--- src/rtl/ddr_cmd_decode.sv ---
// DDR4 command/address front end: decodes the sampled bus into registered one-cycle
// strobes and watches tRRD/tFAW spacing between decoded activates.
module ddr_cmd_decode #(
  parameter int BGW   = 2,
  parameter int BAW   = 2,
  parameter int AW    = 18,
  parameter int T_RRD = 4,
  parameter int T_FAW = 16,
  localparam int BW   = BGW + BAW,
  localparam int NB   = 2 ** BW
) (
  input  logic          clk,
  input  logic          rst,
  input  logic          cke,
  input  logic          cs_n,
  input  logic          act_n,
  input  logic          ras_n,
  input  logic          cas_n,
  input  logic          we_n,
  input  logic [BGW-1:0] bg,
  input  logic [BAW-1:0] ba,
  input  logic [AW-1:0] addr,
  output logic [NB-1:0] act_o,
  output logic [NB-1:0] rd_o,
  output logic [NB-1:0] rda_o,
  output logic [NB-1:0] wr_o,
  output logic [NB-1:0] wra_o,
  output logic [NB-1:0] pr_o,
  output logic          pra_o,
  output logic          ref_o,
  output logic          srf_o,
  output logic          pd_o,
  output logic          pdx_o,
  output logic          ckeh_o,
  output logic          ckel_o,
  output logic          mrw_o,
  output logic [BW-1:0] bank_o,
  output logic [AW-1:0] row_o,
  output logic [9:0]    col_o,
  output logic          rrd_viol,
  output logic          faw_viol,
  output logic          illegal
);

  localparam int RRD_CW = $clog2(T_RRD + 1);
  localparam int FAW_CW = $clog2(T_FAW + 1);

  logic              cke_q;
  logic [RRD_CW-1:0] rrd_cnt;
  logic [FAW_CW-1:0] faw_slot [4];

  logic [2:0]    rcw;
  logic [BW-1:0] bidx;
  logic [NB-1:0] bsel;
  logic is_cmd, is_act, is_mrs, is_ref, is_pre, is_wr, is_rd, is_idle;
  logic mode_norm, mode_enter, mode_exit;
  logic d_act, d_mrs, d_ref, d_pre, d_wr, d_rd, d_banked, ill_set;
  logic       faw_free;
  logic [1:0] faw_sel;

  always_comb begin
    rcw     = {ras_n, cas_n, we_n};
    bidx    = {bg, ba};
    bsel    = NB'(1) << bidx;
    is_act  = !cs_n && !act_n;
    is_cmd  = !cs_n && act_n;
    is_mrs  = is_cmd && (rcw == 3'b000);
    is_ref  = is_cmd && (rcw == 3'b001);
    is_pre  = is_cmd && (rcw == 3'b010);
    is_wr   = is_cmd && (rcw == 3'b100);
    is_rd   = is_cmd && (rcw == 3'b101);
    is_idle = cs_n || (is_cmd && (rcw == 3'b111));

    mode_norm  = cke_q && cke;
    mode_enter = cke_q && !cke;
    mode_exit  = !cke_q && cke;

    d_act    = mode_norm && is_act;
    d_mrs    = mode_norm && is_mrs;
    d_ref    = mode_norm && is_ref;
    d_pre    = mode_norm && is_pre;
    d_wr     = mode_norm && is_wr;
    d_rd     = mode_norm && is_rd;
    d_banked = d_act || d_rd || d_wr || (d_pre && !addr[10]);
    // Entering power-down only REF (self-refresh) or idle is legal; leaving it only idle.
    ill_set  = (mode_enter && !is_ref && !is_idle) || (mode_exit && !is_idle);
  end

  // Lowest-index free tFAW slot; a slot at zero in its registered value counts as free.
  always_comb begin
    faw_free = 1'b0;
    faw_sel  = 2'd0;
    for (int i = 3; i >= 0; i--) begin
      if (faw_slot[i] == '0) begin
        faw_free = 1'b1;
        faw_sel  = 2'(i);
      end
    end
  end

  always_ff @(posedge clk) begin
    if (rst) begin
      cke_q    <= 1'b1;
      act_o    <= '0;
      rd_o     <= '0;
      rda_o    <= '0;
      wr_o     <= '0;
      wra_o    <= '0;
      pr_o     <= '0;
      pra_o    <= 1'b0;
      ref_o    <= 1'b0;
      srf_o    <= 1'b0;
      pd_o     <= 1'b0;
      pdx_o    <= 1'b0;
      ckeh_o   <= 1'b0;
      ckel_o   <= 1'b0;
      mrw_o    <= 1'b0;
      bank_o   <= '0;
      row_o    <= '0;
      col_o    <= '0;
      rrd_viol <= 1'b0;
      faw_viol <= 1'b0;
      illegal  <= 1'b0;
      rrd_cnt  <= '0;
      for (int i = 0; i < 4; i++) faw_slot[i] <= '0;
    end else begin
      cke_q  <= cke;
      act_o  <= d_act ? bsel : '0;
      rd_o   <= (d_rd && !addr[10]) ? bsel : '0;
      rda_o  <= (d_rd && addr[10]) ? bsel : '0;
      wr_o   <= (d_wr && !addr[10]) ? bsel : '0;
      wra_o  <= (d_wr && addr[10]) ? bsel : '0;
      pr_o   <= (d_pre && !addr[10]) ? bsel : '0;
      pra_o  <= d_pre && addr[10];
      ref_o  <= d_ref;
      mrw_o  <= d_mrs;
      srf_o  <= mode_enter && is_ref;
      pd_o   <= mode_enter && is_idle;
      ckel_o <= mode_enter;
      ckeh_o <= mode_exit;
      pdx_o  <= mode_exit;

      if (d_banked) bank_o <= bidx;
      if (d_act) row_o <= addr;
      if (d_rd || d_wr) col_o <= addr[9:0];
      if (ill_set) illegal <= 1'b1;

      // Timing monitors: violations are flagged but the ACT is still forwarded.
      if (d_act) begin
        if (rrd_cnt != '0) rrd_viol <= 1'b1;
        rrd_cnt <= RRD_CW'(T_RRD - 1);
      end else if (rrd_cnt != '0) begin
        rrd_cnt <= rrd_cnt - RRD_CW'(1);
      end

      if (d_act && !faw_free) faw_viol <= 1'b1;
      for (int i = 0; i < 4; i++) begin
        if (d_act && faw_free && (faw_sel == 2'(i)))
          faw_slot[i] <= FAW_CW'(T_FAW - 1);
        else if (faw_slot[i] != '0)
          faw_slot[i] <= faw_slot[i] - FAW_CW'(1);
      end
    end
  end

endmodule
--- config.mk ---
export PLATFORM = sky130hd
export DESIGN_NAME = ddr_cmd_decode
export DESIGN_NICKNAME = d
export VERILOG_FILES = /design/src/rtl/ddr_cmd_decode.sv
export SDC_FILE = /design/constraint.sdc
export NUM_CORES = 1
export LEC_CHECK = 0
export CORE_MARGIN = 1
export CORE_UTILIZATION = 46
export DETAILED_ROUTE_END_ITERATION = 8
export PLACE_DENSITY = 0.9
export RECOVER_POWER = 50
export SYNTH_ARGS = -nofsm -noshare
export SYNTH_HDL_FRONTEND = slang
export SYNTH_SLANG_ARGS = --single-unit
--- constraint.sdc ---
create_clock -name clk -period 2.48 [get_ports clk]
set_input_delay 0.372 -clock clk [delete_from_list [all_inputs] [get_ports clk]]
set_output_delay 0.372 -clock clk [all_outputs]
set_load 0.05 [all_outputs]
==> Word level (Yosys, flattened, before mapping) <==
Memories as Yosys holds them, arrays and structs flattened.
Index checks and enable logic that the tools add are counted.
{ "op_classes": {"add_sub_neg": 5, "eq_ne": 8, "shift": 1, "muxes": 48, "bitwise_logic": 14, "n_reduce_logical": 68} }
{ "op_table": {"columns": ["operator", "count"], "rows": [
  ["$mux 5", 8],
  ["$logic_and 1x1->1", 34],
  ["$mux 1", 34],
  ["$logic_not 5->1", 4],
  ["$reduce_bool 5->1", 4],
  ["$sub 5x1->5 const B", 4],
  ["$shl 1x4->16 const A", 1],
  ["$reduce_or 2->1", 7],
  ["$mux 2", 6],
  ["$eq 3x3->1 const B", 3],
  ["$logic_not 1->1", 8],
  ["$or 1x1->1", 8],
  ["$logic_or 1x1->1", 6],
  ["$not 1->1", 6],
  ["$eq 2x2->1 const B", 2],
  ["$eq 3x1->1 const B", 1],
  ["$eq 3x2->1 const B", 1],
  ["$logic_not 3->1", 1],
  ["$reduce_bool 3->1", 1],
  ["$sub 3x1->3 const B", 1],
  ["$eq 2x1->1 const B", 1],
  ["$logic_not 2->1", 1],
  ["$reduce_and 2->1", 1],
  ["$reduce_bool 2->1", 1]
]} }
{ "totals": {"reg_bits": 142, "ramBits": 20, "input_bits": 30, "out_inout_bits": 139, "mem_count": 1} }
{ "memory_table": {"columns": ["name", "words", "width", "rd", "rd_ports_with_merged_regs", "write_ports", "line", "text"], "rows": [
  ["faw_slot", 4, 5, 4, 0, 4, "50", "logic [FAW_CW-1:0] faw_slot [4];"]
]} }

==> Logic depth before layout (Yosys ltp) <==
Gate-level depths: netlist of the first run.
An unclocked memory read counts as a cell.
{ "depth": {"ltp_word": 13, "ltp_mapped": 7, "mapped_depth_nobuf": 5} }

==> Least setup slack after synthesis of the first run <==
Ideal clock, no wire load.
{ "synth_path": {"path_kind": "reg2reg", "startpoint": "memory faw_slot[0][0] (netlist bit)", "endpoint": "memory faw_slot[3][0] (netlist bit) (enable)", "setup_ns": 0.374, "arrival_time_ns": 1.611, "setup_slack_ns": 0.495, "stages_incl_launch_ff": 7, "path_buffers": 1, "path_cell_list": "edfxtp_1 -> inv_1 -> ha_1 -> or4b_1 -> clkbuf_1 -> nand3_1 -> o21ai_0"} }
{ "synth_lines": {"columns": ["element", "line"], "rows": [
  ["from (decl)", "50"]
]} }

==> Worst setup path in the final report of the first run <==
{ "layout_path": {"startpoint": "input addr[10]", "endpoint": "register bank_o[2]"} }
{ "layout_via": {"elab_chain_cells": 3} }
{ "layout_lines": {"columns": ["element", "line", "text"], "rows": [
  ["from (decl)", "22", "input logic [AW-1:0] addr,"],
  ["$logic_not 1->1", "84", "d_banked = d_act || d_rd || d_wr || (d_pre && !addr[10]);"],
  ["$logic_and 1x1->1", "84", null],
  ["$logic_or 1x1->1", "84", null],
  ["to (signal assigned)", "143", "if (d_banked) bank_o <= bidx;"],
  ["to (decl)", "37", "output logic [BW-1:0] bank_o,"]
]} }
Every way passes these cells.
A chain may end at the register's enable or synchronous reset.

==> results of run 1 <==
-- layer usage --
metal	wire length (µm)	GRT usage (%)	up-vias
li1	-	-	2219
met1	5920	28.25	2219
met2	7866	43.85	177
met3	855	4.590	28
met4	332	10.31	0
met5	0	0	-
-- cell families (layout without fill, tap and decap cells) --
logic type | count (synthesis) | after routing
buffers and inverters | 53 | 233
xor gates and xnor gates | 10 | 10
and+or+nand+nor | 241 | 241
AOI/OAI and AO/OA | 66 | 66
adders and majority gates | 10 | 10
DFF | 162 | 162
muxes | 11 | 11
-- worst max-delay path, stage by stage --
cell,delay (ns)
dlygate4sd3_1,0.59
or4b_4,0.54
a311oi_1,0.82
mux2i_1,0.29
-- worst paths after layout --
path | slack, ns | to | startpoint | cells after the start
worst max-delay path | 0.20 | bank_o[2] | addr[10] | 4
worst max register to register | 0.30 | faw_slot[3][1] | faw_slot[0][0] | 5
worst min register to register | 0.45 | row_o[5] | row_o[5] | 2
worst min-delay path | 0.45 | row_o[5] | row_o[5] | 2
-- sequential cells by signal, indices dropped and copies added, names as in the netlist, 3 cells and up --
register  count
act_o        16
bank_o        4
col_o        10
faw_slot     20
pr_o         16
rd_o         16
rda_o        16
row_o        18
rrd_cnt       3
wr_o         16
wra_o        16
-- power by group through the flow --
stage	clock network (µW)	logic, µW	registers [µW]
final	2530	1270	3060
after global routing	2650	1410	3080
after CTS	2560	1270	3060
after detailed placement	0	1240	3110
after global placement	0	1170	3090
after floorplan	0	879	3140
-- metrics by stage --
stage          hold slack (ns)  util, %  power, µW  worst slack, ns  cells
2_1_floorplan           0.4699        -       4022           0.4953    553
3_3_place_gp            0.4431    64.06       4264           0.3220    845
3_5_place_dp            0.4488    64.06       4357           0.2168    845
4_1_cts                 0.4063    69.05       6890           0.3144    876
5_1_grt                 0.4803    68.41       7136           0.1375    876
6_report                0.4550    68.41       6865           0.1995    876
-- synth_stat cells (2+ instances only) --
| library cell | n |
|---|---|
| xnor2_1 | 10 |
| nor3_1 | 38 |
| inv_1 | 17 |
| a211oi_1 | 4 |
| o31ai_1 | 10 |
| mux2i_1 | 10 |
| nor2_1 | 78 |
| edfxtp_1 | 20 |
| or3_1 | 3 |
| nor3b_1 | 8 |
| and2_1 | 3 |
| nand2b_1 | 15 |
| nand3_1 | 8 |
| clkbuf_1 | 28 |
| nand4_1 | 16 |
| o22ai_1 | 4 |
| buf_2 | 5 |
| nor2b_1 | 5 |
| o21ai_0 | 2 |
| dfxtp_1 | 142 |
| or4b_1 | 3 |
| ha_1 | 10 |
| nor4b_1 | 4 |
| nand2_1 | 49 |
| a21oi_1 | 39 |
| buf_1 | 2 |
| or2_2 | 2 |
-- layout make-up --
class                      instances  area, µm²  share of cell area (%)
timing repair buffer             185       1768                   22.25
sequential                       162       3443                   43.34
clock buffer                      22      485.5                   6.110
multi-input combinational        338       1912                   24.06
clock inverter                     9      93.84                   1.181
inverter                          17      63.81                  0.8031
tap                              143      178.9                   2.252
==> metrics.md, run 1 <==
| Metric | Value |
|---|---|
| Run status | `finished, violations left` |
| Violated checks | `DRC, capacitance limit, slew limit` |
| Setup bufs post-CTS | `0` |
| Hold Fails Final Rpt | `0` |
| Die Y | `about 110 µm` |
| Starting DRC count in detailed routing | `291` |
| CTS root buffer | `clkbuf_16` |
| Final slew viol count | `41` |
| Post-synthesis simple-gate area fraction | `a little over a fifth` |
| CP Capture Type | `flop` |
| Sequential share of the synthesized area | `around 62%` |
| Yosys top cell area share | `roughly 51%` |
| Post-CTS Resized | `0` |
| Clock latency at the later pin of the worst-skew pair | `0.42 ns` |
| Final setup TNS | `0 ns` |
| Period minus WS final | `2.280 ns` |
| Mux share of post-synthesis cell area | `roughly 2%` |
| Post-synth top area cell | `dfxtp_1` |
| Post-Layout Inst Area | `a little under 8000 µm²` |
| Setup CP Type | `primary input to flop` |
| Ys Warns | `0` |
| Actual slew at the worst max-slew pin | `1.720 ns` |
| Wire length per cell | `around 17 µm` |
| XOR/XNOR Fraction of Synth Area | `around 1.6%` |
| DP Area | `roughly 7400 µm²` |
| Adder and majority gate portion of the synthesized area | `roughly 2.2%` |
| Top_reg_cell synth | `dfxtp_1` |
| # DRC | `7` |
| I/O Pins | `169` |
| Via Count | `4,643` |
| WP data required | `approximately 2.8 ns` |
| Mapped Cells | `between 500 and 600` |
| Commonest non-fill, non-tap cell in the layout | `clkdlybuf4s50_1` |
| Total Routing Usage GR | `24.31%` |
| Routed wire length | `between 10,000 and 15,000 µm` |
| Initial cell density of the core | `between 40% and 50%` |
| Avg Cell Area, Syn | `10.10 µm²` |
| Synth Area in Compound Gates | `7.368%` |
| Combinational power share | `18.4%` |
| Post-synth net total | `593` |
| Initial antenna violation count | `0` |
| Die Area | `about 13,000 µm²` |
| Mapped Area | `5587 µm²` |
| Site Rows | `39` |
| CTS tree | `built` |
| CP Launch Type | `primary input` |
| Largest cells by area after synthesis | `dfxtp_1 51%, edfxtp_1 11%, nor2_1 5.2%` |
| Most frequent cells in the layout | `156 x clkdlybuf4s50_1, 142 x dfxtp_1, 78 x nor2_1` |
| Clock Skew | `roughly 0.0085 ns` |
| GP Congestion | `approximately 0.91` |
| PortBufs | `168` |
| Netlist cell types | `45` |
| Pleak | `0.002848 µW` |
| CP Max Fanout | `4` |
| DPL Wire Length | `about 11,000 µm` |
| Sw frac | `27.66%` |
| Clock-pin transition on the worst setup and hold timing paths | `approximately 0.060 ns` |
| Post-synth EDFFs | `20` |
| Max H-tree Level | `4` |
| Async set-reset flop share out of synthesis | `0%` |
| Core Footprint | `approximately 12,000 µm²` |
| Achievable clock frequency | `438.5 MHz` |
| Area growth syn-to-layout | `42.22%` |
| Design internal power | `4966 µW` |
| Max IR drop VDD | `between 400 and 500 µV` |
| Pre-Repair DR Iteration Count | `9` |
| Fill cells | `~850` |
| Rel. slew slack | `-14.64%` |
| Sink Count | `162` |
| RSZ-0062 raised after global routing | `no` |
| HP Class | `flop to flop` |
| Max-cap viol count | `1` |
| Vias in the first global route | `~4,700` |
| Fin crit share | `91.95%` |
| Largest family of logic cells by synthesized area | `simple AND/OR/NAND/NOR gates` |
| Pin count of the biggest net entering global routing | `41` |
| Clock network power share | `a little under two fifths` |
| PwrDens | `about 860 nW/µm²` |
| # nets final | `between 700 and 800` |
| Total CTS buffers | `17` |
| Overflow after GRT | `0` |
| Layout cells sized above 1 | `between 6 and 7%` |
| Post-CTS Hold Buffers | `0` |
| Arrival @ worst endpoint | `around 2.6 ns` |
| First-pass GRT wire length | `about 24,000 µm` |
| Vias per Instance | `between 5 and 6` |
| Die Wd | `112.2 µm` |
| Switch Pwr | `roughly 1900 µW` |
| Post-synthesis register bit count | `between 150 and 200` |
| Max clock buf depth | `2` |
| Ant diodes | `0` |
| Antenna viol nets, final | `0` |
| Flop pwr share | `around 45%` |
| Setup violators final | `0` |
Note: power is estimated with default switching activity, not from simulation.
==> run 2: changes to the inputs <==
--- a/config.mk
+++ b/config.mk
@@ -8,8 +8,10 @@
 export CORE_MARGIN = 1
 export CORE_UTILIZATION = 46
 export DETAILED_ROUTE_END_ITERATION = 8
+export GPL_TIMING_DRIVEN = 1
 export PLACE_DENSITY = 0.9
 export RECOVER_POWER = 50
+export SETUP_SLACK_MARGIN = 0.3
 export SYNTH_ARGS = -nofsm -noshare
 export SYNTH_HDL_FRONTEND = slang
 export SYNTH_SLANG_ARGS = --single-unit
==> constraint.sdc (replaced) <==
create_clock -name clk -period 2.5 [get_ports clk]
set_input_delay 0.375 -clock clk [delete_from_list [all_inputs] [get_ports clk]]
set_output_delay 0.375 -clock clk [all_outputs]
set_load 0.05 [all_outputs]
==> run 2 against run 1 <==
Against the previous run: the flow finishes with violations (DRC); first-iteration DRC count is 48% higher; clock skew is 0.0028 ns higher; worst setup slack better by 0.10 ns; register-to-register slack better by 0.10 ns; sequential cell count stayed put; wire length hardly changed; core utilization stayed put; global-route usage hardly changed; via count is 0.97% higher; critical path depth stayed put; hold slack better by 0.0035 ns; clock power is 5% lower; critical endpoint is now bank_o[1].
==> metrics.md, run 2 (synthesized netlist as in run 1, its figures left out) <==
| Metric | Value |
|---|---|
| Clock Skew | `0.01133 ns (+0.002800 ns)` |
| Pre-Repair DR Iteration Count | `6 (-3)` |
| Sw frac | `28.77% (+1.1 points)` |
| Max-cap viol count | `0 (-1)` |
| Area growth syn-to-layout | `42.22% (unchanged)` |
| Setup bufs post-CTS | `0 (unchanged)` |
| WHS Path Cells | `2 (unchanged)` |
| Max IR drop VDD | `498.8 µV (+13%)` |
| Routed wire length | `14,990 µm (about the same)` |
| Source of the worst hold timing path | `row_o[9]` |
| Clock-pin transition on the worst setup and hold timing paths | `0.06 ns (about the same)` |
| Die Area | `12,590 µm² (unchanged)` |
| Met2 Routed Length | `7719 µm (-1.9%)` |
| # nets final | `760 (-0.13%)` |
| CP Capture Type | `flop` |
| Reg2reg start | `faw_slot[1][0]` |
| Fill cells | `860 (+1.7%)` |
| Die Wd | `112.2 µm (unchanged)` |
| Via Count | `4,688 (+0.97%)` |
| Top reg by flops | `faw_slot` |
| RSZ-0062 raised after global routing | `no` |
| Actual slew at the worst max-slew pin | `1.077 ns (-0.6427 ns)` |
| Pin count of the biggest net entering global routing | `41 (unchanged)` |
| Vias per Instance | `5.352 (+0.97%)` |
| Achievable clock frequency | `roughly 450 MHz` |
| PwrDens | `848.1 nW/µm² (-1.8%)` |
| Violated checks | `DRC` |
| DP Worst Slack | `0.2443 ns (+0.02747 ns)` |
| First-pass GRT wire length | `23,630 µm (-0.49%)` |
| Hold Fails Final Rpt | `0 (unchanged)` |
| Layout cells sized above 1 | `6.958% (+0.95 points)` |
| Vias in the first global route | `4,662 (-0.53%)` |
| Arrival @ worst endpoint | `2.54 ns (-0.08 ns)` |
| Commonest non-fill, non-tap cell in the layout | `clkdlybuf4s50_1` |
| Initial antenna violation count | `0 (unchanged)` |
| Pleak | `0.002858 µW (+0.37%)` |
| Top Layer Used | `met4` |
| Reg2reg setup slack | `0.40 ns (+0.10 ns)` |
| Site Rows | `39 (unchanged)` |
| Combinational power share | `19.2% (+0.8 points)` |
| Met1 wire length | `5921 µm (about the same)` |
| Final slew viol count | `0 (-100%)` |
| Final setup margin | `0.3010 ns (+0.1015 ns)` |
| Rel. slew slack | `28.21% (+43 points)` |
| Fin crit share | `between 80% and 90%` |
| DR WL met3 | `956 µm (+12%)` |
| Core Footprint | `11,610 µm² (unchanged)` |
| Setup CP Type | `primary input to flop` |
| Switch Pwr | `1939 µW (+2.1%)` |
| Setup violators final | `0 (unchanged)` |
| Antenna viol nets, final | `0 (unchanged)` |
| Flop pwr share | `45.0% (+0.4 points)` |
| PortBufs | `168 (unchanged)` |
| DPL Wire Length | `10,450 µm (-1.6%)` |
| Max H-tree Level | `4 (unchanged)` |
| DP Area | `7432 µm² (-0.10%)` |
| HP Class | `flop to flop` |
| Overflow after GRT | `0 (unchanged)` |
| Max clock buf depth | `2 (unchanged)` |
| Wire length per cell | `17.11 µm (about the same)` |
| Worst r2r path cells | `5 (unchanged)` |
| CP Max Fanout | `4 (unchanged)` |
| Starting DRC count in detailed routing | `432 (+48%)` |
| CTS root buffer | `clkbuf_16` |
| Die Y | `112.2 µm (unchanged)` |
| # DRC | `9 (+2)` |
| CTS tree | `built` |
| GP Congestion | `0.8388 (-8.3%)` |
| Clock latency at the later pin of the worst-skew pair | `0.42 ns (about the same)` |
| WP data required | `2.85 ns (+0.03 ns)` |
| Initial cell density of the core | `48.10% (unchanged)` |
| Total Routing Usage GR | `24.30% (about the same)` |
| Post-CTS Hold Buffers | `0 (unchanged)` |
| I/O Pins | `169 (unchanged)` |
| Ant diodes | `0 (unchanged)` |
| Largest register FFs | `20 (unchanged)` |
| Run status | `finished, violations left` |
| Reg2reg end | `faw_slot[2][2]` |
| Post-Layout Inst Area | `7945 µm² (unchanged)` |
| Top flop regs | `faw_slot: 20 flops, row_o: 18 flops` |
| Total CTS buffers | `17 (unchanged)` |
| CP Launch Type | `primary input` |
| Total power | `6738 µW (-1.8%)` |
| Design internal power | `4799 µW (-3.4%)` |
| Hold endpoint | `row_o[9]` |
| Final setup TNS | `0 ns (unchanged)` |
| Most frequent cells in the layout | `155 x clkdlybuf4s50_1, 142 x dfxtp_1, 78 x nor2_1` |
| Clock network power share | `35.8% (-1.1 points)` |
| Period minus WS final | `about 2.2 ns` |
| Sink Count | `162 (unchanged)` |
## run 2: changes by cell type in the layout (fill, tap and decap cells not counted), sizes merged
| cell | before | now |
|---|---|---|
| buf | 7 | 8 |
| bufinv | 1 | 0 |
| clkbuf | 33 | 29 |
| clkdlybuf4s50 | 156 | 155 |
| clkinvlp | 1 | 2 |
| dlygate4sd3 | 11 | 12 |
| inv | 20 | 23 |
## run 2: routing by layer
layer / track usage, % / up-vias
met5: 0 / -
met4: 12.27 / 0
met3: 5.076 / 30
met2: 42.11 / 189
met1: 28.61 / 2246
li1: - / 2223
## run 2: worst max path at each step
stage / from / end / slack (ns) / depth (start not counted)
final: addr[10] / bank_o[1] / 0.30 / 4
after detailed placement: faw_slot[0][0] / faw_slot[3][2] / 0.24 / 5
after global placement: act_n / faw_slot[2][4] / 0.33 / 4
after floorplan: faw_slot[0][0] / faw_slot[3][0] / 0.52 / 6
after CTS: faw_slot[0][0] / faw_slot[3][3] / 0.37 / 5
after global routing: addr[10] / bank_o[0] / 0.18 / 4
## run 2: repair_timing
action / CTS / global route
hold endpoints to repair: 0 / 0
pin swaps: 0 / 0
endpoints found under the setup margin: 5 / 12
gates resized for setup: 1 / 3
cloned: 0 / 0
## run 2: worst max-delay path, cell delays in order
cell           delay, ns
dlygate4sd3_1       0.58
or4b_4              0.54
a311oi_1            0.77
mux2i_1             0.28
## run 2: cell type report
type | instances | area (µm²) | share of cell area (%)
sequential | 162 | 3443 | 43.34
multi-input combinational | 338 | 1936 | 24.36
timing repair buffer | 184 | 1769 | 22.27
clock buffer | 20 | 456.7 | 5.748
tap | 143 | 178.9 | 2.252
clock inverter | 12 | 97.59 | 1.228
inverter | 17 | 63.81 | 0.8031
## run 2: stage by stage
stage               hold slack (ns)  utilization [%]  cells
finish                       0.4585            68.41    876
global placement             0.4431            63.99    844
CTS                          0.4238            68.77    876
global route                 0.4813            68.41    876
floorplan                    0.4729                -    553
detailed placement           0.4502            63.99    844
## run 2: power groups by stage
stage                     Clock, µW  Combinational, µW  Sequential (µW)
after floorplan                   0                872             3120
after global placement            0               1160             3070
after detailed placement          0               1250             3090
after CTS                      2430               1280             3030
after global routing           2540               1430             3060
final                          2410               1290             3040
